### config.mk
export PLATFORM = sky130hd
export DESIGN_NAME = tail_light_scheduler_flat
export DESIGN_NICKNAME = d
export VERILOG_FILES = /design/src/rtl/tail_light_scheduler_pkg.sv /design/src/rtl/tail_light_scheduler_if.sv /design/src/rtl/tail_light_scheduler_switch_debounce.sv /design/src/rtl/tail_light_scheduler.sv /design/src/flat_wrapper.sv
export SDC_FILE = /design/constraint.sdc
export NUM_CORES = 1
export LEC_CHECK = 0
export CORE_UTILIZATION = 51
export CTS_CLUSTER_DIAMETER = 200
export DETAILED_ROUTE_END_ITERATION = 8
export PLACE_DENSITY = 0.76
export RECOVER_POWER = 50
export SLEW_MARGIN = 25
export SYNTH_ARGS = -nofsm -noshare
export SYNTH_HDL_FRONTEND = slang
export SYNTH_HIERARCHICAL = 1
export SYNTH_SLANG_ARGS = --single-unit
### constraint.sdc
create_clock -name clka -period 2.05 [get_ports clka]
set_clock_uncertainty 0.05 [all_clocks]
set_input_delay 0.41 -clock clka [delete_from_list [all_inputs] [get_ports clka]]
set_output_delay 0.41 -clock clka [all_outputs]
set_load 0.03 [all_outputs]
### src/rtl/tail_light_scheduler_pkg.sv
// Shared types and defaults for the tail-light scheduler.
// TAIL_LIGHT_HAZARD_EN adds a fourth (hazard) switch channel.
package tail_light_pkg;

  typedef enum logic [2:0] {
    IDLE    = 3'd0,
    RUN_L   = 3'd1,
    RUN_R   = 3'd2,
    FAULT   = 3'd3,
    RECOVER = 3'd4
  } state_e;

  localparam int STEP_DIV_DEF   = 4;
  localparam int DEBOUNCE_DEF   = 2;
  localparam int MIN_HOLD_DEF   = 3;
  localparam int FAULT_HOLD_DEF = 4;

  localparam int SW_LEFT   = 0;
  localparam int SW_RIGHT  = 1;
  localparam int SW_BRAKE  = 2;
  localparam int SW_HAZARD = 3;

`ifdef TAIL_LIGHT_HAZARD_EN
  localparam int NUM_SW = 4;
`else
  localparam int NUM_SW = 3;
`endif

  // Width of a counter that runs 0..n-1.
  function automatic int cnt_w(input int n);
    return (n > 1) ? $clog2(n) : 1;
  endfunction

endpackage

### src/rtl/tail_light_scheduler_if.sv
// Switch inputs and lamp-command outputs of the scheduler.
// TAIL_LIGHT_HAZARD_EN adds sw_hazard.
interface tail_light_scheduler_if;
  logic sw_left, sw_right, sw_brake, lamp_error;
`ifdef TAIL_LIGHT_HAZARD_EN
  logic sw_hazard;
`endif
  logic step, cmd_left, cmd_right, cmd_brake, cmd_restart, fault, busy;

`ifdef TAIL_LIGHT_HAZARD_EN
  modport master (output sw_left, sw_right, sw_brake, sw_hazard, lamp_error,
                  input  step, cmd_left, cmd_right, cmd_brake, cmd_restart, fault, busy);
  modport slave  (input  sw_left, sw_right, sw_brake, sw_hazard, lamp_error,
                  output step, cmd_left, cmd_right, cmd_brake, cmd_restart, fault, busy);
`else
  modport master (output sw_left, sw_right, sw_brake, lamp_error,
                  input  step, cmd_left, cmd_right, cmd_brake, cmd_restart, fault, busy);
  modport slave  (input  sw_left, sw_right, sw_brake, lamp_error,
                  output step, cmd_left, cmd_right, cmd_brake, cmd_restart, fault, busy);
`endif
endinterface

### src/rtl/tail_light_scheduler_switch_debounce.sv
// Two-flop synchroniser plus run-length filter for one raw switch.
module switch_debounce
  import tail_light_pkg::*;
#(
  parameter int DEBOUNCE = DEBOUNCE_DEF
) (
  input  logic clka,
  input  logic restart,
  input  logic raw,
  output logic filt
);
  localparam int CW = cnt_w(DEBOUNCE);

  logic [1:0]    sync;
  logic [CW-1:0] cnt;

  // Any clock where the synchronised value agrees with filt restarts the run.
  always_ff @(posedge clka) begin
    if (restart) begin
      sync <= '0;
      cnt  <= '0;
      filt <= 1'b0;
    end else begin
      sync <= {sync[0], raw};
      if (sync[1] == filt) begin
        cnt <= '0;
      end else if (cnt == CW'(DEBOUNCE - 1)) begin
        filt <= sync[1];
        cnt  <= '0;
      end else begin
        cnt <= cnt + CW'(1);
      end
    end
  end
endmodule

### src/rtl/tail_light_scheduler.sv
// Tail-light sequencing front-end: switch filtering, step generation, turn arbitration.
// TAIL_LIGHT_HAZARD_EN enables the hazard switch and left/right alternation.
module tail_light_scheduler
  import tail_light_pkg::*;
#(
  parameter int STEP_DIV   = STEP_DIV_DEF,
  parameter int DEBOUNCE   = DEBOUNCE_DEF,
  parameter int MIN_HOLD   = MIN_HOLD_DEF,
  parameter int FAULT_HOLD = FAULT_HOLD_DEF
) (
  input  logic                   clka,
  input  logic                   restart,
  tail_light_scheduler_if.slave  bus
);
  localparam int SW = cnt_w(STEP_DIV);
  localparam int HW = cnt_w(MIN_HOLD);
  localparam int FW = cnt_w(FAULT_HOLD);

  logic [NUM_SW-1:0] raw_sw, f_sw;
  logic [SW-1:0]     step_cnt;
  logic [HW-1:0]     hold_cnt, hold_nx;
  logic [FW-1:0]     fault_cnt, fault_nx;
  state_e            state, state_nx, arb;
  logic              step, f_left, f_right, f_brake, conflict;

  assign raw_sw[SW_LEFT]  = bus.sw_left;
  assign raw_sw[SW_RIGHT] = bus.sw_right;
  assign raw_sw[SW_BRAKE] = bus.sw_brake;
`ifdef TAIL_LIGHT_HAZARD_EN
  assign raw_sw[SW_HAZARD] = bus.sw_hazard;
`endif

  for (genvar i = 0; i < NUM_SW; i++) begin : g_sw
    switch_debounce #(.DEBOUNCE(DEBOUNCE)) u_db (
      .clka    (clka),
      .restart (restart),
      .raw     (raw_sw[i]),
      .filt    (f_sw[i])
    );
  end

  assign f_left   = f_sw[SW_LEFT];
  assign f_right  = f_sw[SW_RIGHT];
  assign f_brake  = f_sw[SW_BRAKE];
  assign conflict = f_left & f_right;
  assign step     = (step_cnt == SW'(STEP_DIV - 1));

  always_ff @(posedge clka) begin
    if (restart) begin
      state     <= IDLE;
      step_cnt  <= '0;
      hold_cnt  <= '0;
      fault_cnt <= '0;
    end else begin
      state     <= state_nx;
      step_cnt  <= step ? '0 : step_cnt + SW'(1);
      hold_cnt  <= hold_nx;
      fault_cnt <= fault_nx;
    end
  end

  // Target when deciding from scratch (IDLE or at a hold boundary).
  always_comb begin
    arb = IDLE;
`ifdef TAIL_LIGHT_HAZARD_EN
    if (f_sw[SW_HAZARD])  arb = (state == RUN_L) ? RUN_R : RUN_L;
    else if (f_left)      arb = RUN_L;
    else if (f_right)     arb = RUN_R;
`else
    if (f_left)           arb = RUN_L;
    else if (f_right)     arb = RUN_R;
`endif
  end

  always_comb begin
    state_nx = state;
    hold_nx  = hold_cnt;
    fault_nx = fault_cnt;
    if (step) begin
      case (state)
        IDLE, RUN_L, RUN_R: begin
          if (bus.lamp_error || conflict) begin
            state_nx = FAULT;
            hold_nx  = '0;
          end else if (state != IDLE && hold_cnt < HW'(MIN_HOLD - 1)) begin
            hold_nx = hold_cnt + HW'(1);
          end else begin
            state_nx = arb;
            hold_nx  = '0;
          end
        end
        FAULT: begin
          if (fault_cnt < FW'(FAULT_HOLD - 1)) begin
            fault_nx = fault_cnt + FW'(1);
          end else if (!conflict) begin
            state_nx = RECOVER;
            fault_nx = '0;
          end
        end
        RECOVER: state_nx = IDLE;
        default: state_nx = IDLE;
      endcase
    end
  end

  always_comb begin
    bus.step        = step;
    bus.cmd_left    = (state == RUN_L);
    bus.cmd_right   = (state == RUN_R);
    bus.busy        = (state == RUN_L) || (state == RUN_R);
    bus.cmd_brake   = f_brake && (state == IDLE || state == RUN_L || state == RUN_R);
    bus.fault       = (state == FAULT);
    bus.cmd_restart = restart || (state == RECOVER);
  end
endmodule

### src/flat_wrapper.sv
// flat-port wrapper written by rule: the top's interface ports become plain ports
module tail_light_scheduler_flat import tail_light_pkg::*;
#(
  parameter int STEP_DIV   = STEP_DIV_DEF,
  parameter int DEBOUNCE   = DEBOUNCE_DEF,
  parameter int MIN_HOLD   = MIN_HOLD_DEF,
  parameter int FAULT_HOLD = FAULT_HOLD_DEF
)
  (clka, restart, bus_sw_left, bus_sw_right, bus_sw_brake, bus_lamp_error, bus_step, bus_cmd_left, bus_cmd_right, bus_cmd_brake, bus_cmd_restart, bus_fault, bus_busy);
  tail_light_scheduler_if bus_i ();
  input  logic clka;
  input  logic restart;
  input wire logic [$bits(bus_i.sw_left)-1:0] bus_sw_left;
  input wire logic [$bits(bus_i.sw_right)-1:0] bus_sw_right;
  input wire logic [$bits(bus_i.sw_brake)-1:0] bus_sw_brake;
  input wire logic [$bits(bus_i.lamp_error)-1:0] bus_lamp_error;
  output wire logic [$bits(bus_i.step)-1:0] bus_step;
  output wire logic [$bits(bus_i.cmd_left)-1:0] bus_cmd_left;
  output wire logic [$bits(bus_i.cmd_right)-1:0] bus_cmd_right;
  output wire logic [$bits(bus_i.cmd_brake)-1:0] bus_cmd_brake;
  output wire logic [$bits(bus_i.cmd_restart)-1:0] bus_cmd_restart;
  output wire logic [$bits(bus_i.fault)-1:0] bus_fault;
  output wire logic [$bits(bus_i.busy)-1:0] bus_busy;
  assign bus_i.sw_left = bus_sw_left;
  assign bus_i.sw_right = bus_sw_right;
  assign bus_i.sw_brake = bus_sw_brake;
  assign bus_i.lamp_error = bus_lamp_error;
  assign bus_step = bus_i.step;
  assign bus_cmd_left = bus_i.cmd_left;
  assign bus_cmd_right = bus_i.cmd_right;
  assign bus_cmd_brake = bus_i.cmd_brake;
  assign bus_cmd_restart = bus_i.cmd_restart;
  assign bus_fault = bus_i.fault;
  assign bus_busy = bus_i.busy;
  tail_light_scheduler #(.STEP_DIV(STEP_DIV), .DEBOUNCE(DEBOUNCE), .MIN_HOLD(MIN_HOLD), .FAULT_HOLD(FAULT_HOLD)) u_core (.clka(clka), .restart(restart), .bus(bus_i));
endmodule
==> results of run 1 <==
## metrics by stage
step	util (%)	hold slack (ps)	setup WS, ps	power [mW]	cells
after floorplan	-	358	12.6	0.504	88
after global placement	66.7	365	70.1	0.544	118
after detailed placement	66.7	373	30.1	0.549	118
after CTS	68.1	399	1.64	0.738	122
after global routing	67.2	409	21.5	0.766	122
final	67.2	395	92.5	0.729	122
## registers in the layout (all words and copies together) (netlist names)
register               flops
u_core/fault_cnt           2
u_core/g_sw.u_db/cnt       3
u_core/g_sw.u_db/filt      3
u_core/g_sw.u_db/sync      6
u_core/hold_cnt            2
u_core/state               3
u_core/step_cnt            2
## cell type report
type / count / area share, %
Timing Repair Buffer: 17 / 13.1
Inverter: 1 / 0.358
Sequential cell: 21 / 40.5
Clock buffer: 4 / 2.51
Multi-Input combinational cell: 63 / 41.6
Tap cell: 16 / 1.91
## routing by layer
layer | track usage, % | vias to the layer above | routed length [µm]
li1 | - | 338 | -
met1 | 23.1 | 303 | 684
met2 | 30.9 | 17 | 728
met3 | 3.75 | 2 | 78
met4 | 11.3 | 0 | 19
met5 | 0 | - | 0
## what timing repair did
action | 4_1_cts | 5_1_grt
gates cloned | 0 | 0
hold buffers | 0 | 0
setup endpoints to repair | 5 | 3
resized for setup | 6 | 4
## placed cells by master, fill, tap and decap left out
cell             synthesis  final
dfxtp_1                 21     18
nor2_1                  10     10
nor2b_1                  7      7
clkdlybuf4s50_1          0      5
nand2_1                  5      5
mux2i_1                  5      5
dlygate4sd2_1            0      4
buf_4                    0      4
nor3_1                   3      4
a21oi_1                  4      4
clkbuf_4                 0      3
clkbuf_1                 2      3
xnor2_1                  3      3
dfxtp_2                  0      3
nand3_1                  2      2
ha_1                     2      2
nor3_2                   3      2
dlygate4sd3_1            0      1
clkbuf_2                 0      1
inv_1                    1      1
nor3b_2                  0      1
or2_2                    1      1
and3b_1                  1      1
and2_1                   1      1
a21o_1                   1      1
nor2_2                   1      1
a211oi_4                 1      1
a21boi_2                 1      1
nand4_1                  1      1
a21boi_0                 1      1
a31oi_1                  1      1
or3b_1                   1      1
a21oi_2                  1      1
o31ai_1                  1      1
o21ai_0                  1      1
a221oi_1                 1      1
or4b_1                   1      1
o32ai_1                  1      1
nor3b_1                  2      1
## worst paths after layout
path / start / cells after the start / end / slack [ps]
max: u_core/step_cnt[0] / 2 / bus_step / 90
min: u_core/g_sw[2].u_db/sync[0] / 1 / u_core/g_sw[2].u_db/sync[1] / 390
max reg2reg: u_core/fault_cnt[0] / 5 / u_core/state[0] / 470
min reg2reg: u_core/g_sw[2].u_db/sync[0] / 1 / u_core/g_sw[2].u_db/sync[1] / 390
## cell families after synthesis
logic type / Yosys count / share of synthesized area [%]
simple gates: 39 / 25.5
flops: 21 / 48.2
compound gates: 14 / 12.8
mux: 5 / 5.74
buf+inv: 4 / 1.86
xor+xnor: 3 / 3.01
fa+ha+maj: 2 / 2.87
## where the power goes
part / leakage (nW) / switching (mW) / internal (mW)
combinational: 0.236 / 0.0511 / 0.0435
clock: 0.0150 / 0.121 / 0.0757
sequential: 0.173 / 0.0124 / 0.425
total: 0.424 / 0.185 / 0.544
==> metrics.md, run 1 <==
| Metric | Value |
|---|---|
| Largest stage delay on the critical path | 670 ps |
| Clock Tree Buf Depth | 2 |
| Placer congestion estimate | 0.865 |
| Bufs and invs on worst path | 1 |
| Setup Buffers After CTS | 0 |
| Critical path's slowest cell | clkdlybuf4s50_1 |
| Share of cells above drive strength 1 | 17.9% |
| DRC viols | 2 |
| Largest net degree at the start of global routing | 16 |
| Fin area | 1050 µm² |
| Clock sink count | 21 |
| Global Route Usage Sum | 18.9% |
| CTS tree | built |
| First-pass GRT wire length | 2580 µm |
| Die height | 43.4 µm |
| Setup Viol. Count Final | 0 |
| Max Slew Vio Count | 0 |
| Post-synth top cells | dfxtp_1 (21), nor2_1 (10), nor2b_1 (7) |
| Area of the multi-input gates | 435 µm² |
| DIE WIDTH | 43.4 µm |
| Post-layout min period | 1960 ps |
| CP Class | flip-flop to output pin |
| Count of max-cap constraint violations | 0 |
| Clk_lat worst skew | 300 ps |
| Top delay family on crit path | buffers and inverters |
| Syn avg cell area | 9.91 µm² |
| Hold crit path type | flip-flop to flip-flop |
| Final HPWL DP | 1120 µm |
| Core Area | 1560 µm² |
| Final worst-path cycle share | 95.5% |
| Top post-synthesis cells by area | dfxtp_1 (48%), mux2i_1 (5.7%), nor2b_1 (5.0%) |
| Area grow syn2layout | 20.1% |
| Vias in the first global route | 589 |
| Power Density | 696 nW/µm² |
| Root Driver | clkbuf_4 |
| Ys flop type | dfxtp_1 |
| Post-synth ARST share | 0% |
| Syn Inst Count | 88 |
| Initial core utilization | 55.9% |
| Antenna violations before repair | 0 |
| Post-Synthesis Cell Area | 872 µm² |
| WL/cell | 12.4 µm |
| Failing checks | DRC |
| EDFF count, synth | 0 |
| RSZ-0062 raised after global routing | false |
| Avg Vias per Cell | 5.41 |
| Initial DRC count | 8 |
| Syn Nets | 96 |
| Synth warnings | 6 |
| # rows | 14 |
| Status | complete, but fails checks |
| Routed WL | 1510 µm |
| Most common cell in the synthesized netlist | dfxtp_1 |
| CP Max Fanout | 2 |
| Tightest Pin Transition | 705 ps |
| Sequential-to-total area share from yosys stat | 48.2% |
| LEAKAGE | 0.424 nW |
| Maximum clock rate | 0.511 GHz |
| Total grt overflow | 0 |
| Worst path cell trace | ha_1 -> clkdlybuf4s50_1 |
| Area after DPL | 1040 µm² |
| Die ar. | 1880 µm² |
| Final setup TNS | 0 ps |
| Flops & latches, synth | 21 |
| Via count | 660 |
| Arr. time, crit path | 1500 ps |
| Relative slew slack | 53.0% |
| I/O pin cnt | 13 |
| Critical Path Sink Type | output pin |
| Area leader, netlist | dfxtp_1 |
| Startpoint type of the worst setup path | flip-flop |
| CTS HTree Levels | 1 |
| Final net count | 115 |
| Critical path required time | 1590 ps |
| Post-route ant nets | 0 |
| Share of the synthesized area in the top cell type | 48.2% |
| Antenna diodes | 0 |
| Drt first pass iters | 6 |
| Post-synth cell types | 32 |
| Number of port buffers | 12 |
| Clock transition at the registers of the reported paths | 120 ps |
| Hold violation count in the final report | 0 |
| Worst VDD drop | 0.000428 V |
| Inserted Clock Buffers | 3 |
| Fill cells | 137 |
| Reg area | 424 µm² |
Note: power is estimated with default switching activity, not from simulation.
==> run 2, diff against run 1 <==
CORE_MARGIN = 2   (was default)
clock period = 1.96 ns   (was 2.05 ns; I/O delays follow)
==> run 2 against run 1 <==
Against the previous run: the flow now finishes without violations; sequential power up 4.6%; register-to-register slack worse by 90 ps; hold slack worse by 4.4 ps; clock power up 2%; combinational power up 5.4%; sequential cell count unchanged; final cell count up 0.82%; critical path type unchanged; highest routed layer unchanged.
==> metrics.md, run 2 (synthesized netlist as in run 1, its figures left out) <==
| Metric | Value |
|---|---|
| Status | completed (was complete, but fails checks) |
| Share of cells above drive strength 1 | 19.6% (was 17.9%) |
| Total grt overflow | 0 (unchanged) |
| RSZ-0062 raised after global routing | false (unchanged) |
| I/O pin cnt | 13 (unchanged) |
| Hold violation count in the final report | 0 (unchanged) |
| Arr. time, crit path | 1390 ps (was 1500 ps) |
| Setup Buffers After CTS | 0 (unchanged) |
| Antenna diodes | 0 (unchanged) |
| Largest net degree at the start of global routing | 16 (unchanged) |
| Vias in the first global route | 598 (was 589) |
| Fill cells | 133 (was 137) |
| Cell Count, Final, Fillers Out | 123 (was 122) |
| CTS tree | built (unchanged) |
| Clk_lat worst skew | 290 ps (was 300 ps) |
| Max FFs per register | 6 (unchanged) |
| Worst path cell trace | a21oi_1 -> and2_1 -> dlygate4sd2_1 (was ha_1 -> clkdlybuf4s50_1) |
| Reg area | 424 µm² (unchanged) |
| CP Class | flip-flop to output pin (unchanged) |
| Routed WL | 1460 µm (was 1510 µm) |
| Final net count | 116 (was 115) |
| Post-layout min period | 1830 ps |
| Via count | 662 (was 660) |
| Worst VDD drop | 0.000518 V (was 0.000428 V) |
| Count of max-cap constraint violations | 0 (unchanged) |
| Power Internal | 570 µW (was 544 µW) |
| Leading cell type in the layout, fill and taps excluded | dfxtp_1 (unchanged) |
| Final worst-path cycle share | 93.3% |
| Inserted Clock Buffers | 3 (unchanged) |
| DIE WIDTH | 45.4 µm (was 43.4 µm) |
| Post-route ant nets | 0 (unchanged) |
| Clock sink count | 21 (unchanged) |
| WL/cell | 11.9 µm (was 12.4 µm) |
| Combinational power share | 13.2% (was 13.0%) |
| Number of port buffers | 12 (unchanged) |
| # placed instances | 119 (was 118) |
| Area of the multi-input gates | 440 µm² (was 435 µm²) |
| Hold crit path type | flip-flop to flip-flop (unchanged) |
| # rows | 14 (unchanged) |
| CP Max Fanout | 8 (was 2) |
| Fin Hold WS | 390 ps (was 395 ps) |
| Root Driver | clkbuf_4 (unchanged) |
| Largest stage delay on the critical path | 390 ps (was 670 ps) |
| Most frequent cells in the layout | dfxtp_1 (18), nor2_1 (10), nor2b_1 (7) (unchanged) |
| Startpoint type of the worst setup path | flip-flop (unchanged) |
| LEAKAGE | 0.447 nW (was 0.424 nW) |
| Clock Tree Buf Depth | 2 (unchanged) |
| Top delay family on crit path | buffers and inverters (unchanged) |
| Antenna violations before repair | 0 (unchanged) |
| Bufs and invs on worst path | 1 (unchanged) |
| Drt first pass iters | 2 (was 6) |
| Relative slew slack | 57.5% (was 53.0%) |
| Clock transition at the registers of the reported paths | 110 ps (was 120 ps) |
| First-pass GRT wire length | 2500 µm (was 2580 µm) |
| Critical path's slowest cell | dlygate4sd2_1 (was clkdlybuf4s50_1) |
| DRC viols | 0 (was 2) |
| Max Slew Vio Count | 0 (unchanged) |
| Final HPWL DP | 1130 µm (was 1120 µm) |
| Critical Path Sink Type | output pin (unchanged) |
| Area grow syn2layout | 21.8% (was 20.1%) |
| Tightest Pin Transition | 637 ps (was 705 ps) |
| Core Area | 1560 µm² (unchanged) |
| Global Route Usage Sum | 16.9% (was 18.9%) |
| Critical path required time | 1520 ps (was 1590 ps) |
| Power Density | 713 nW/µm² (was 696 nW/µm²) |
| CTS HTree Levels | 1 (unchanged) |
| Switching Share | 24.7% (was 25.4%) |
| Power share of the sequential group | 60.3% (was 60.0%) |
| Clk pwr share | 26.5% (was 27.0%) |
| Setup Viol. Count Final | 0 (unchanged) |
| Switching power | 187 µW (was 185 µW) |
| Initial core utilization | 55.9% (unchanged) |
| Maximum clock rate | 0.547 GHz |
| Initial DRC count | 2 (was 8) |
| Reg with most FFs | u_core/g_sw.u_db/sync (unchanged) |
| Die height | 45.4 µm (was 43.4 µm) |
| Placer congestion estimate | 0.845 (was 0.865) |
| Die ar. | 2060 µm² (was 1880 µm²) |
| Avg Vias per Cell | 5.38 (was 5.41) |
-- run 2: cell count changes in the layout (fill, tap and decap cells not counted), sizes merged --
| cell | change |
|---|---|
| dlymetal6s2s | +1 |
| clkdlybuf4s50 | -1 |
| buf | +1 |
-- run 2: final cells by class --
type	instances	share of cell area [%]
Sequential cell	21	39.9
Multi-Input combinational cell	63	41.5
Tap cell	16	1.88
Timing Repair Buffer	18	13.9
Clock buffer	4	2.47
Inverter	1	0.353
-- run 2: stage by stage --
stage	cell area [µm²]	total power [mW]	TNS (ps)	utilization [%]	setup WS (ps)
after floorplan	882	0.528	0	-	229
after CTS	1080	0.770	0	69.0	4.04
after detailed placement	1050	0.575	-43.6	67.5	-43.6
after global routing	1060	0.794	0	68.1	21.0
final	1060	0.757	0	68.1	131
after global placement	1050	0.572	-19.8	67.5	-19.8
-- run 2: path summary, 6_finish.rpt --
path / depth (start not counted) / start / slack (ps) / endpoint
max: 3 / u_core/state[1] / 130 / bus_cmd_brake
min: 1 / u_core/step_cnt[0] / 390 / u_core/step_cnt[0]
max reg2reg: 4 / u_core/g_sw[1].u_db/filt / 380 / u_core/state[0]
min reg2reg: 1 / u_core/step_cnt[0] / 390 / u_core/step_cnt[0]
-- run 2: metal layers --
layer	global-route usage [%]	share of wire, %	up-vias
met2	28.0	48	9
li1	-	-	346
met5	0	0	-
met1	21.2	48	305
met4	8.24	0.68	0
met3	2.80	3.1	2
-- run 2: repair_timing --
action,4_1_cts,5_1_grt
resized for setup,8,3
setup endpoints to repair,5,3
hold buffers,0,0
-- run 2: power by group through the flow --
stage / logic, mW / registers, mW / clock network [mW]
after floorplan: 0.0647 / 0.463 / 0
after global placement: 0.107 / 0.465 / 0
after detailed placement: 0.109 / 0.466 / 0
after CTS: 0.106 / 0.457 / 0.208
after global routing: 0.110 / 0.460 / 0.224
final: 0.0998 / 0.457 / 0.201
